$ cat src/rtl/s2c_pkg.sv
// Shared constants, codes and state type for the s2c responder slice.
package s2c_pkg;

  localparam int S2C_DATA_SIZE = 16;
  localparam int S2C_PKT_WORDS = S2C_DATA_SIZE + 3;

  // Function codes carried in the fn word.
  localparam logic [31:0] S2C_FN_ECHO  = 32'd0;
  localparam logic [31:0] S2C_FN_SETUP = 32'd1;
  localparam logic [31:0] S2C_FN_SUM   = 32'd2;
  localparam logic [31:0] S2C_FN_INV   = 32'd3;

  // Return codes written into the ret word.
  localparam logic [31:0] S2C_RET_OK      = 32'h0000_0000;
  localparam logic [31:0] S2C_RET_BADFN   = 32'hFFFF_FFFF;
  localparam logic [31:0] S2C_RET_NOSETUP = 32'hFFFF_FFFE;
  localparam logic [31:0] S2C_RET_BADID   = 32'hFFFF_FFFD;

  // Word offsets inside a packet.
  localparam int S2C_OFS_ID   = 0;
  localparam int S2C_OFS_FN   = 1;
  localparam int S2C_OFS_RET  = 2;
  localparam int S2C_OFS_DATA = 3;

  typedef enum logic [1:0] {
    RX   = 2'd0,
    EXEC = 2'd1,
    TX   = 2'd2
  } s2c_state_e;

  // Return code for a finished request. mask_hit already folds in the id
  // range check, so SUM/INV on an out-of-range id report NOSETUP.
  function automatic logic [31:0] s2c_ret_code(
    input logic [31:0] fn,
    input logic        id_ok,
    input logic        mask_hit,
    input logic [31:0] sum
  );
    logic [31:0] r;
    r = S2C_RET_BADFN;
    if (fn == S2C_FN_ECHO) begin
      r = S2C_RET_OK;
    end else if (fn == S2C_FN_SETUP) begin
      r = id_ok ? S2C_RET_OK : S2C_RET_BADID;
    end else if (fn == S2C_FN_SUM) begin
      r = mask_hit ? sum : S2C_RET_NOSETUP;
    end else if (fn == S2C_FN_INV) begin
      r = mask_hit ? S2C_RET_OK : S2C_RET_NOSETUP;
    end
    return r;
  endfunction

endpackage

$ cat src/rtl/s2c_pkt_responder_if.sv
// Request/response word streams between the s2c initiator and responder.
// Handshake: a word moves on a rising edge where valid && ready are both high;
// a source raising valid holds data/last unchanged until that edge, and
// ready may depend combinationally on state but never on valid.
interface s2c_pkt_responder_if;
  logic        rx_valid;
  logic        rx_ready;
  logic [31:0] rx_data;
  logic        rx_last;
  logic        tx_valid;
  logic        tx_ready;
  logic [31:0] tx_data;
  logic        tx_last;

  // Initiator side: sends requests, consumes responses.
  modport master (
    output rx_valid, rx_data, rx_last, tx_ready,
    input  rx_ready, tx_valid, tx_data, tx_last
  );

  // Responder side.
  modport slave (
    input  rx_valid, rx_data, rx_last, tx_ready,
    output rx_ready, tx_valid, tx_data, tx_last
  );
endinterface

$ cat src/rtl/s2c_pkt_buf.sv
// Packet register file: one synchronous write port, one combinational read port.
// Contents have no reset; every word is rewritten before it is read out.
module s2c_pkt_buf #(
  parameter int WORDS = 19,
  parameter int AW    = $clog2(WORDS)
) (
  input  logic          clk,
  input  logic          we,
  input  logic [AW-1:0] waddr,
  input  logic [31:0]   wdata,
  input  logic [AW-1:0] raddr,
  output logic [31:0]   rdata
);

  logic [31:0] mem [WORDS];

  // Single write port shared by RX store and EXEC data/ret update.
  always_ff @(posedge clk) begin
    if (we) begin
      mem[waddr] <= wdata;
    end
  end

  assign rdata = mem[raddr];

endmodule

$ cat src/rtl/s2c_pkt_responder.sv
// Responder end of the s2c function-call protocol: receive a request packet,
// execute it over a fixed number of cycles, then stream the response back.
module s2c_pkt_responder
  import s2c_pkg::*;
#(
  parameter int DATA_SIZE = S2C_DATA_SIZE,
  parameter int MAX_ID    = 8
) (
  input  logic              clk,
  input  logic              rst_n,
  s2c_pkt_responder_if.slave bus,
  output logic              busy,
  output logic              proto_err,
  output logic [MAX_ID-1:0] setup_mask,
  output s2c_state_e        dbg_state
);

  localparam int PKT_WORDS = DATA_SIZE + 3;
  localparam int IDX_W     = $clog2(PKT_WORDS);
  localparam int ID_W      = (MAX_ID > 1) ? $clog2(MAX_ID) : 1;

  localparam logic [IDX_W-1:0] LAST_IDX   = IDX_W'(PKT_WORDS - 1);
  localparam logic [IDX_W-1:0] EXEC_END   = IDX_W'(DATA_SIZE);
  localparam logic [IDX_W-1:0] OFS_DATA_A = IDX_W'(S2C_OFS_DATA);
  localparam logic [IDX_W-1:0] OFS_RET_A  = IDX_W'(S2C_OFS_RET);

  s2c_state_e        state_q, state_d;
  logic [IDX_W-1:0]  idx_q, idx_d;
  logic [31:0]       id_q, id_d;
  logic [31:0]       fn_q, fn_d;
  logic [31:0]       sum_q, sum_d;
  logic [MAX_ID-1:0] mask_q, mask_d;
  logic              err_q, err_d;

  logic              buf_we;
  logic [IDX_W-1:0]  buf_waddr;
  logic [31:0]       buf_wdata;
  logic [IDX_W-1:0]  buf_raddr;
  logic [31:0]       buf_rdata;

  logic              rx_ready_c, tx_valid_c, tx_last_c;
  logic [31:0]       tx_data_c;

  logic              id_ok;
  logic              mask_hit;
  logic [ID_W-1:0]   id_idx;

  assign id_ok    = (id_q < 32'(MAX_ID));
  assign id_idx   = id_q[ID_W-1:0];
  assign mask_hit = id_ok && mask_q[id_idx];

  s2c_pkt_buf #(.WORDS(PKT_WORDS), .AW(IDX_W)) u_buf (
    .clk   (clk),
    .we    (buf_we),
    .waddr (buf_waddr),
    .wdata (buf_wdata),
    .raddr (buf_raddr),
    .rdata (buf_rdata)
  );

  // State, index, captured header and setup bookkeeping.
  always_ff @(posedge clk) begin
    if (!rst_n) begin
      state_q <= RX;
      idx_q   <= '0;
      id_q    <= '0;
      fn_q    <= '0;
      sum_q   <= '0;
      mask_q  <= '0;
      err_q   <= 1'b0;
    end else begin
      state_q <= state_d;
      idx_q   <= idx_d;
      id_q    <= id_d;
      fn_q    <= fn_d;
      sum_q   <= sum_d;
      mask_q  <= mask_d;
      err_q   <= err_d;
    end
  end

  // Next state, buffer port control and stream outputs.
  // idx is the store index in RX, the data-walk counter in EXEC (the extra
  // step at EXEC_END writes ret) and the emit index in TX.
  always_comb begin
    state_d    = state_q;
    idx_d      = idx_q;
    id_d       = id_q;
    fn_d       = fn_q;
    sum_d      = sum_q;
    mask_d     = mask_q;
    err_d      = 1'b0;
    buf_we     = 1'b0;
    buf_waddr  = idx_q;
    buf_wdata  = bus.rx_data;
    buf_raddr  = idx_q;
    rx_ready_c = 1'b0;
    tx_valid_c = 1'b0;
    tx_last_c  = 1'b0;
    tx_data_c  = '0;

    case (state_q)
      RX: begin
        rx_ready_c = 1'b1;
        if (bus.rx_valid) begin
          buf_we    = 1'b1;
          buf_waddr = idx_q;
          buf_wdata = bus.rx_data;
          if (idx_q == IDX_W'(S2C_OFS_ID)) id_d = bus.rx_data;
          if (idx_q == IDX_W'(S2C_OFS_FN)) fn_d = bus.rx_data;
          if (idx_q == LAST_IDX) begin
            idx_d = '0;
            if (bus.rx_last) begin
              state_d = EXEC;
              sum_d   = '0;
            end else begin
              err_d = 1'b1;
            end
          end else if (bus.rx_last) begin
            idx_d = '0;
            err_d = 1'b1;
          end else begin
            idx_d = idx_q + 1'b1;
          end
        end
      end

      EXEC: begin
        if (idx_q < EXEC_END) begin
          buf_raddr = OFS_DATA_A + idx_q;
          sum_d     = sum_q + buf_rdata;
          if (fn_q == S2C_FN_INV && mask_hit) begin
            buf_we    = 1'b1;
            buf_waddr = OFS_DATA_A + idx_q;
            buf_wdata = ~buf_rdata;
          end
          idx_d = idx_q + 1'b1;
        end else begin
          buf_raddr = '0;
          buf_we    = 1'b1;
          buf_waddr = OFS_RET_A;
          buf_wdata = s2c_ret_code(fn_q, id_ok, mask_hit, sum_q);
          if (fn_q == S2C_FN_SETUP && id_ok) begin
            mask_d[id_idx] = 1'b1;
          end
          idx_d   = '0;
          state_d = TX;
        end
      end

      TX: begin
        tx_valid_c = 1'b1;
        buf_raddr  = idx_q;
        tx_data_c  = buf_rdata;
        tx_last_c  = (idx_q == LAST_IDX);
        if (bus.tx_ready) begin
          if (idx_q == LAST_IDX) begin
            idx_d   = '0;
            state_d = RX;
          end else begin
            idx_d = idx_q + 1'b1;
          end
        end
      end

      default: begin
        state_d = RX;
        idx_d   = '0;
      end
    endcase
  end

  assign bus.rx_ready = rx_ready_c;
  assign bus.tx_valid = tx_valid_c;
  assign bus.tx_data  = tx_data_c;
  assign bus.tx_last  = tx_last_c;

  // A packet is in flight once RX has stored a word or the FSM left RX.
  assign busy       = (state_q != RX) || (idx_q != '0);
  assign proto_err  = err_q;
  assign setup_mask = mask_q;
  assign dbg_state  = state_q;

endmodule
$ cat src/flat_wrapper.sv
// flat-port wrapper written by rule: the top's interface ports become plain ports
module s2c_pkt_responder_flat import s2c_pkg::*;
#(
  parameter int DATA_SIZE = S2C_DATA_SIZE,
  parameter int MAX_ID    = 8
)
  (clk, rst_n, busy, proto_err, setup_mask, dbg_state, bus_rx_valid, bus_rx_data, bus_rx_last, bus_tx_ready, bus_rx_ready, bus_tx_valid, bus_tx_data, bus_tx_last);
  s2c_pkt_responder_if bus_i ();
  input  logic clk;
  input  logic rst_n;
  output logic busy;
  output logic proto_err;
  output logic [MAX_ID-1:0] setup_mask;
  output s2c_state_e dbg_state;
  input wire logic [$bits(bus_i.rx_valid)-1:0] bus_rx_valid;
  input wire logic [$bits(bus_i.rx_data)-1:0] bus_rx_data;
  input wire logic [$bits(bus_i.rx_last)-1:0] bus_rx_last;
  input wire logic [$bits(bus_i.tx_ready)-1:0] bus_tx_ready;
  output wire logic [$bits(bus_i.rx_ready)-1:0] bus_rx_ready;
  output wire logic [$bits(bus_i.tx_valid)-1:0] bus_tx_valid;
  output wire logic [$bits(bus_i.tx_data)-1:0] bus_tx_data;
  output wire logic [$bits(bus_i.tx_last)-1:0] bus_tx_last;
  assign bus_i.rx_valid = bus_rx_valid;
  assign bus_i.rx_data = bus_rx_data;
  assign bus_i.rx_last = bus_rx_last;
  assign bus_i.tx_ready = bus_tx_ready;
  assign bus_rx_ready = bus_i.rx_ready;
  assign bus_tx_valid = bus_i.tx_valid;
  assign bus_tx_data = bus_i.tx_data;
  assign bus_tx_last = bus_i.tx_last;
  s2c_pkt_responder #(.DATA_SIZE(DATA_SIZE), .MAX_ID(MAX_ID)) u_core (.clk(clk), .rst_n(rst_n), .bus(bus_i), .busy(busy), .proto_err(proto_err), .setup_mask(setup_mask), .dbg_state(dbg_state));
endmodule
$ cat config.mk
export PLATFORM = sky130hd
export DESIGN_NAME = s2c_pkt_responder_flat
export DESIGN_NICKNAME = d
export VERILOG_FILES = /design/src/rtl/s2c_pkg.sv /design/src/rtl/s2c_pkt_responder_if.sv /design/src/rtl/s2c_pkt_buf.sv /design/src/rtl/s2c_pkt_responder.sv /design/src/flat_wrapper.sv
export SDC_FILE = /design/constraint.sdc
export NUM_CORES = 1
export LEC_CHECK = 0
export CORE_UTILIZATION = 58
export CTS_BUF_LIST = sky130_fd_sc_hd__clkbuf_8
export CTS_CLUSTER_SIZE = 10
export DETAILED_ROUTE_END_ITERATION = 8
export PLACE_DENSITY = 0.79
export RECOVER_POWER = 50
export SKIP_LAST_GASP = 1
export SYNTH_ARGS = -nofsm -noshare
export SYNTH_HDL_FRONTEND = slang
export SYNTH_HIERARCHICAL = 1
export SYNTH_SLANG_ARGS = --single-unit
$ cat constraint.sdc
create_clock -name clk -period 5 [get_ports clk]
set_input_delay 0.5 -clock clk [delete_from_list [all_inputs] [get_ports clk]]
set_output_delay 0.5 -clock clk [all_outputs]
set_load 0.02 [all_outputs]
==> results of run 1 <==
==> final timing paths <==
path                                          start                to  slack [ns]  cells after the start
worst max-delay path            u_core/dbg_state[0]   bus_tx_data[31]        0.12                     12
worst min-delay path                 bus_rx_data[0]    u_core/fn_q[0]        0.41                      3
worst max register to register  u_core/dbg_state[0]  u_core/sum_q[31]        0.18                     19
worst min register to register      u_core/id_q[18]   u_core/id_q[18]        0.46                      2
==> area by class of cell <==
class                   instances  share of cell area (%)
multi-input cells            1179                   27.22
flip-flops and latches        720                   57.12
clock inverters                74                   1.098
clock buffers                 127                   4.870
inverters                      22                  0.2301
well taps                     680                   2.371
repair buffers                256                   7.080
diodes                          2                 0.01394
==> per-layer routing <==
| metal | GRT usage [%] | part of all wire, % | vias up | wire length [um] |
|---|---|---|---|---|
| met5 | 0 | 0 | - | 0 |
| met4 | 15.15 | 4.1 | 0 | 3338 |
| met3 | 6.876 | 11 | 208 | 8727 |
| met2 | 47.68 | 47 | 1193 | 37850 |
| met1 | 40.95 | 38 | 9769 | 31210 |
| li1 | - | - | 8482 | - |
==> synth_stat cells (3+ instances only) <==
cell | count | share of area (%)
edfxtp_1 | 608 | 60
mux2i_1 | 67 | 2.2
mux2_2 | 32 | 1.2
or3_1 | 6 | 0.12
a21oi_1 | 103 | 1.7
nor3_1 | 20 | 0.33
a31oi_1 | 13 | 0.27
buf_4 | 8 | 0.20
o21a_1 | 4 | 0.098
a22oi_1 | 41 | 1.0
xor2_1 | 12 | 0.34
a211oi_1 | 9 | 0.22
clkbuf_1 | 74 | 0.91
buf_6 | 12 | 0.44
nand4_1 | 9 | 0.18
nand2b_1 | 5 | 0.10
xnor2_1 | 14 | 0.40
nor2_1 | 93 | 1.1
a2bb2oi_1 | 13 | 0.37
mux4_2 | 76 | 5.6
nand3b_1 | 6 | 0.15
a21o_1 | 16 | 0.39
mux4_1 | 52 | 4.5
o21bai_1 | 7 | 0.17
nand3_1 | 10 | 0.16
nor3b_1 | 3 | 0.073
nand2_1 | 253 | 3.1
o21ai_1 | 37 | 0.60
ha_1 | 38 | 1.6
buf_2 | 18 | 0.29
dfxtp_1 | 112 | 7.3
inv_1 | 21 | 0.26
o21ai_0 | 104 | 1.7
and3_1 | 10 | 0.20
nor4_1 | 12 | 0.24
and2_1 | 37 | 0.75
a32oi_1 | 3 | 0.086
buf_1 | 5 | 0.061
o211ai_1 | 34 | 0.83
==> report_power, final <==
group	total [mW]	internal, mW	leakage [nW]	switching [mW]
logic	0.889	0.352	4.49	0.537
registers	6.60	6.58	6.36	0.0235
clock network	4.66	2.42	1.25	2.24
total	12.1	9.35	12.1	2.80
==> repair_timing <==
item	CTS	global route
gates cloned	1	0
resized for setup	5	20
pin swaps	0	6
setup buffers	2	4
endpoints found under the setup margin	5	28
==> worst min-delay path: stages <==
cell	delay, ns
clkdlybuf4s50_1	0.46
nand2_1	0.08
a21oi_1	0.05
==> registers in the layout, summed over array words and instances, names as in the netlist <==
register,cells
u_core/sum_q,32
u_core/setup_mask,8
u_core/u_buf/mem,608
u_core/dbg_state,2
u_core/fn_q,32
u_core/id_q,32
u_core/proto_err,1
u_core/idx_q,5
==> cells by family after synthesis <==
family	count (synthesis)	synth area share, %
simple gates	480	7.061
xor+xnor	26	0.7424
flops	720	66.84
compound gates	407	8.138
buf+inv	140	2.211
mux	227	13.40
fa+ha+maj	39	1.615
==> metrics by stage <==
stage | power [mW] | cells | cell area, sq um | setup WS (ns)
floorplan | 7.233 | 2039 | 30670 | 0.05589
global placement | 7.554 | 2846 | 33550 | 0.1415
detailed placement | 7.581 | 2846 | 33550 | 0.1243
CTS | 12.19 | 3050 | 35760 | 0.02498
global route | 12.52 | 3059 | 35890 | -0.04971
finish | 12.15 | 3060 | 35890 | 0.1165
==> results.sh, run 1 <==
export IMPL_status="complete, but fails checks"
export IMPL_failed_checks="max-capacitance violations, max-slew violations"
export IMPL_netlist_instances=2039
export IMPL_slowest_delay_ns=0.67
export IMPL_die_y_um=232.0
export IMPL_ant_nets=0
export IMPL_fin_util_pct=69.26
export IMPL_cts_tree="yes"
export IMPL_multi_input_area_sq_mm=0.009769
export IMPL_min_period_over_period_pct=97.67
export IMPL_worstPathMaxFanout=12
export IMPL_crit_arrival_ns=4.38
export IMPL_layout_nets=2363
export IMPL_antenna_found_initial=3
export IMPL_seq_area_sq_mm=0.02050
export IMPL_worst_setup_path_start_kind="flip-flop"
export IMPL_ios=84
export IMPL_crit_type="reg2out"
export IMPL_numCtsBuffers=108
export IMPL_port_buffers=83
export IMPL_worst_pin_slew_ns=1.546
export IMPL_wl_per_cell_um=26.51
export IMPL_grt_pass1_vias=19500
export IMPL_synth_fp_nets=2115
export IMPL_die_area_sq_mm=0.05381
export IMPL_area_growth_pct=17.01
export IMPL_track_usage_pct=30.64
export IMPL_netlist_area_sq_mm=0.03067
export IMPL_nFillCells=3243
export IMPL_synth_edff_count=608
export IMPL_coreArea_sq_mm=0.05182
export IMPL_setup_violations=0
export IMPL_ys_ff_latch=720
export IMPL_rsz0062_at_grt="true"
export IMPL_final_cell_mix="608 x edfxtp_1, 252 x nand2_1, 135 x buf_4"
export IMPL_clk_path_buf_depth=3
export IMPL_cp_required_ns=4.50
export IMPL_fin_crit_ns=4.884
export IMPL_via_count=19650
export IMPL_worst_path_dominant_cell_family="buffers and inverters"
export IMPL_cp_buffers_inverters=5
export IMPL_path_cells="buf_4 > nand2_1 > buf_4 > nor3_1 > a21oi_1 > o22ai_1 > nand2b_1 > buf_4 > o21ai_2 > inv_1 > nor3_1 > clkdlybuf4s50_1"
export IMPL_path_clk_slew_ns=0.06
export IMPL_h_tree_depth=3
export IMPL_yosysUniqueCellTypes=72
export IMPL_grt_start_max_net_pins=96
export IMPL_clk_latency_ns=0.74
export IMPL_synth_main_ff_cell="edfxtp_1"
export IMPL_setup_tns_ns=0
export IMPL_start_util_pct=59.19
export IMPL_async_flop_share_pct=0
export IMPL_maxCapViolCount=1
export IMPL_crit_slowest_cell="clkdlybuf4s50_1"
export IMPL_vias_per_cell=6.422
export IMPL_drive_gt1_share_pct=20.27
export IMPL_yosysWarnings=6
export IMPL_final_common_cell="edfxtp_1"
export IMPL_cpMostUsedCell="buf_4"
export IMPL_holdBufCountCts=0
export IMPL_place_congestion=0.9992
export IMPL_grt_overflow_total=0
export IMPL_power_leakage_nw=12.10
export IMPL_drt_iter0_drc=2207
export IMPL_num_rows=83
export IMPL_worstHoldPathType="in2reg"
export IMPL_hpwlAfterDp_um=49420
export IMPL_cts_root_buf="clkbuf_8"
export IMPL_die_x_um=232.0
export IMPL_slew_viol_final=19
export IMPL_remaining_drc_errors=0
export IMPL_powerDensity_mw_per_mm2=338.5
export IMPL_worst_hold_slack_ns=0.4054
export IMPL_hold_viol=0
export IMPL_critPathCaptureType="output pin"
export IMPL_vdd_ir_drop_worst_mv=0.1889
export IMPL_finClkSkew_ns=0.04685
export IMPL_ys_seq_area_share_pct=66.84
export IMPL_max_freq_mhz=204.8
export IMPL_slew_headroom_pct=-3.479
export IMPL_grt_pass1_wl_um=119200
export IMPL_syn_avg_cell_area_sq_um=15.04
export IMPL_drt_wl_total_um=81130
export IMPL_first_pass_iters=5
export IMPL_clock_sinks=720
(Power assumes the default switching activity.)
==> run 2, diff against run 1 <==
Settings changed: CTS_CLUSTER_DIAMETER set to 200.
==> run 2 against run 1 <==
  * The flow still finishes with violations (max-capacitance violations, max-slew violations)
  * Critical path depth up 2
  * Register-to-register slack better by 0.02 ns
  * First-iteration DRC count down 7.1%
  * Utilization down 1.6 points
  * Sequential cell count unchanged
  * Sequential share of layout area up 1.4 points
  * Fmax up 0.29%
  * Wire length up 0.20%
  * Largest cell class unchanged
  * Highest routed layer unchanged
==> results.sh, run 2 (same netlist as run 1, synthesis figures left out) <==
export IMPL_die_area_sq_mm=0.05381
export IMPL_grt_pass1_wl_um=117700
export IMPL_p_total_mw=10.95
export IMPL_maxCapViolCount=1
export IMPL_placed_cells=2846
export IMPL_wl_per_cell_um=27.31
export IMPL_crit_type="reg2out"
export IMPL_drt_wl_total_um=81290
export IMPL_clk_latency_ns=0.69
export IMPL_powerDensity_mw_per_mm2=312.6
export IMPL_final_cell_mix="608 x edfxtp_1, 252 x nand2_1, 138 x buf_4"
export IMPL_cts_root_buf="clkbuf_8"
export IMPL_vias_per_cell=6.512
export IMPL_path_clk_slew_ns=0.09
export IMPL_worst_setup_path_start_kind="flip-flop"
export IMPL_h_tree_depth=3
export IMPL_status="complete, but fails checks"
export IMPL_rr_startpoint="u_core/dbg_state[0]"
export IMPL_numCtsBuffers=81
export IMPL_worstReg2RegEnd="u_core/sum_q[31]"
export IMPL_start_util_pct=59.19
export IMPL_grt_overflow_total=0
export IMPL_ant_nets=0
export IMPL_slew_headroom_pct=-5.558
export IMPL_clk_path_buf_depth=3
export IMPL_coreArea_sq_mm=0.05182
export IMPL_holdPathEnd="u_core/fn_q[0]"
export IMPL_die_x_um=232.0
export IMPL_fin_cells=2976
export IMPL_final_common_cell="edfxtp_1"
export IMPL_clock_sinks=720
export IMPL_first_pass_iters=5
export IMPL_worstHoldPathType="in2reg"
export IMPL_reg2reg_slack_ns=0.20
export IMPL_port_buffers=83
export IMPL_ios=84
export IMPL_cp_required_ns=4.50
export IMPL_placed_cell_area_sq_mm=0.03355
export IMPL_drt_iter0_drc=2050
export IMPL_drive_gt1_share_pct=18.31
export IMPL_power_leakage_nw=11.62
export IMPL_hold_depth=3
export IMPL_max_freq_mhz=205.4
export IMPL_cts_tree="yes"
export IMPL_setup_violations=0
export IMPL_min_from="bus_rx_data[0]"
export IMPL_vdd_ir_drop_worst_mv=0.1639
export IMPL_area_growth_pct=14.23
export IMPL_failed_checks="max-capacitance violations, max-slew violations"
export IMPL_min_period_over_period_pct=97.39
export IMPL_worst_pin_slew_ns=1.578
export IMPL_remaining_drc_errors=0
export IMPL_worstPathMaxFanout=14
export IMPL_finClkSkew_ns=0.04925
export IMPL_seq_area_sq_mm=0.02050
export IMPL_layout_nets=2340
export IMPL_hpwlAfterDp_um=49420
export IMPL_die_y_um=232.0
export IMPL_fin_crit_ns=4.869
export IMPL_grt_pass1_vias=19090
export IMPL_multi_input_area_sq_mm=0.009756
export IMPL_dp_slack_ns=0.1243
export IMPL_nFillCells=3378
export IMPL_num_rows=83
export IMPL_via_count=19380
export IMPL_track_usage_pct=30.27
export IMPL_setup_slack_ns=0.1306
export IMPL_largest_reg_flops=608
export IMPL_rsz0062_at_grt="true"
export IMPL_fin_area_sq_mm=0.03504
export IMPL_grt_start_max_net_pins=96
export IMPL_critPathCaptureType="output pin"
export IMPL_largest_register="u_core/u_buf/mem"
export IMPL_r2r_cells=19
export IMPL_place_congestion=0.9992
export IMPL_hold_viol=0
export IMPL_antenna_found_initial=2
export IMPL_slew_viol_final=19
export IMPL_crit_arrival_ns=4.37
==> run 2: worst max-delay path by stage <==
stage                   startpoint               end  cells past startpoint
3_5_place_dp   u_core/dbg_state[1]  u_core/sum_q[24]                     18
6_report           u_core/idx_q[1]   bus_tx_data[30]                     14
2_1_floorplan  u_core/dbg_state[1]  u_core/sum_q[24]                     22
5_1_grt            u_core/idx_q[0]  u_core/sum_q[31]                     19
4_1_cts        u_core/dbg_state[1]   bus_tx_data[26]                     13
3_3_place_gp   u_core/dbg_state[1]  u_core/sum_q[31]                     18
==> run 2: cell type report <==
cell class,count,share of cell area (%)
Timing Repair Buffer,260,7.310
Tap cell,680,2.428
Clock inverter,30,0.3928
Inverter,22,0.2357
Sequential cell,720,58.51
Clock buffer,83,3.260
Antenna cell,2,0.01428
Multi-Input combinational cell,1179,27.84
==> run 2: layer usage <==
metal	GRT usage [%]	vias up	routed length, um
li1	-	8355	-
met1	41.32	9716	31400
met2	47.30	1120	37930
met3	5.931	189	8451
met4	13.94	0	3517
met5	0	-	0
==> run 2: critical path: stages, from the launching register on <==
cell and delay [ns]:
dfxtp_1 0.34, inv_1 0.05, buf_4 0.16, ha_1 0.31, or3_1 0.41, o21ai_4 0.21
buf_12 0.22, buf_12 0.18, buf_4 0.17, buf_4 0.18, mux2_2 0.34, a22oi_1 0.18
o21ai_1 0.18, and2_1 0.18, clkdlybuf4s50_1 0.53
==> run 2: power by group <==
| part | total, mW | internal (mW) | switching [mW] | leakage (nW) |
|---|---|---|---|---|
| clock | 3.48 | 1.51 | 1.96 | 0.745 |
| combinational | 0.882 | 0.348 | 0.534 | 4.51 |
| sequential | 6.59 | 6.57 | 0.0237 | 6.36 |
==> run 2: through the flow <==
step | hold WS, ns | utilization [%] | TNS, ns
5_1_grt | 0.4631 | 67.61 | -0.1125
3_3_place_gp | 0.4402 | 64.74 | 0
3_5_place_dp | 0.4461 | 64.74 | 0
2_1_floorplan | 0.4308 | - | 0
6_report | 0.4510 | 67.61 | 0
4_1_cts | 0.4033 | 67.25 | 0
==> run 2: what timing repair did <==
action | CTS | global route
pin swaps | 0 | 6
endpoints found under the setup margin | 3 | 26
hold buffers | 0 | 0
cloned | 0 | 2
gates resized for setup | 4 | 16
setup buffers | 0 | 9
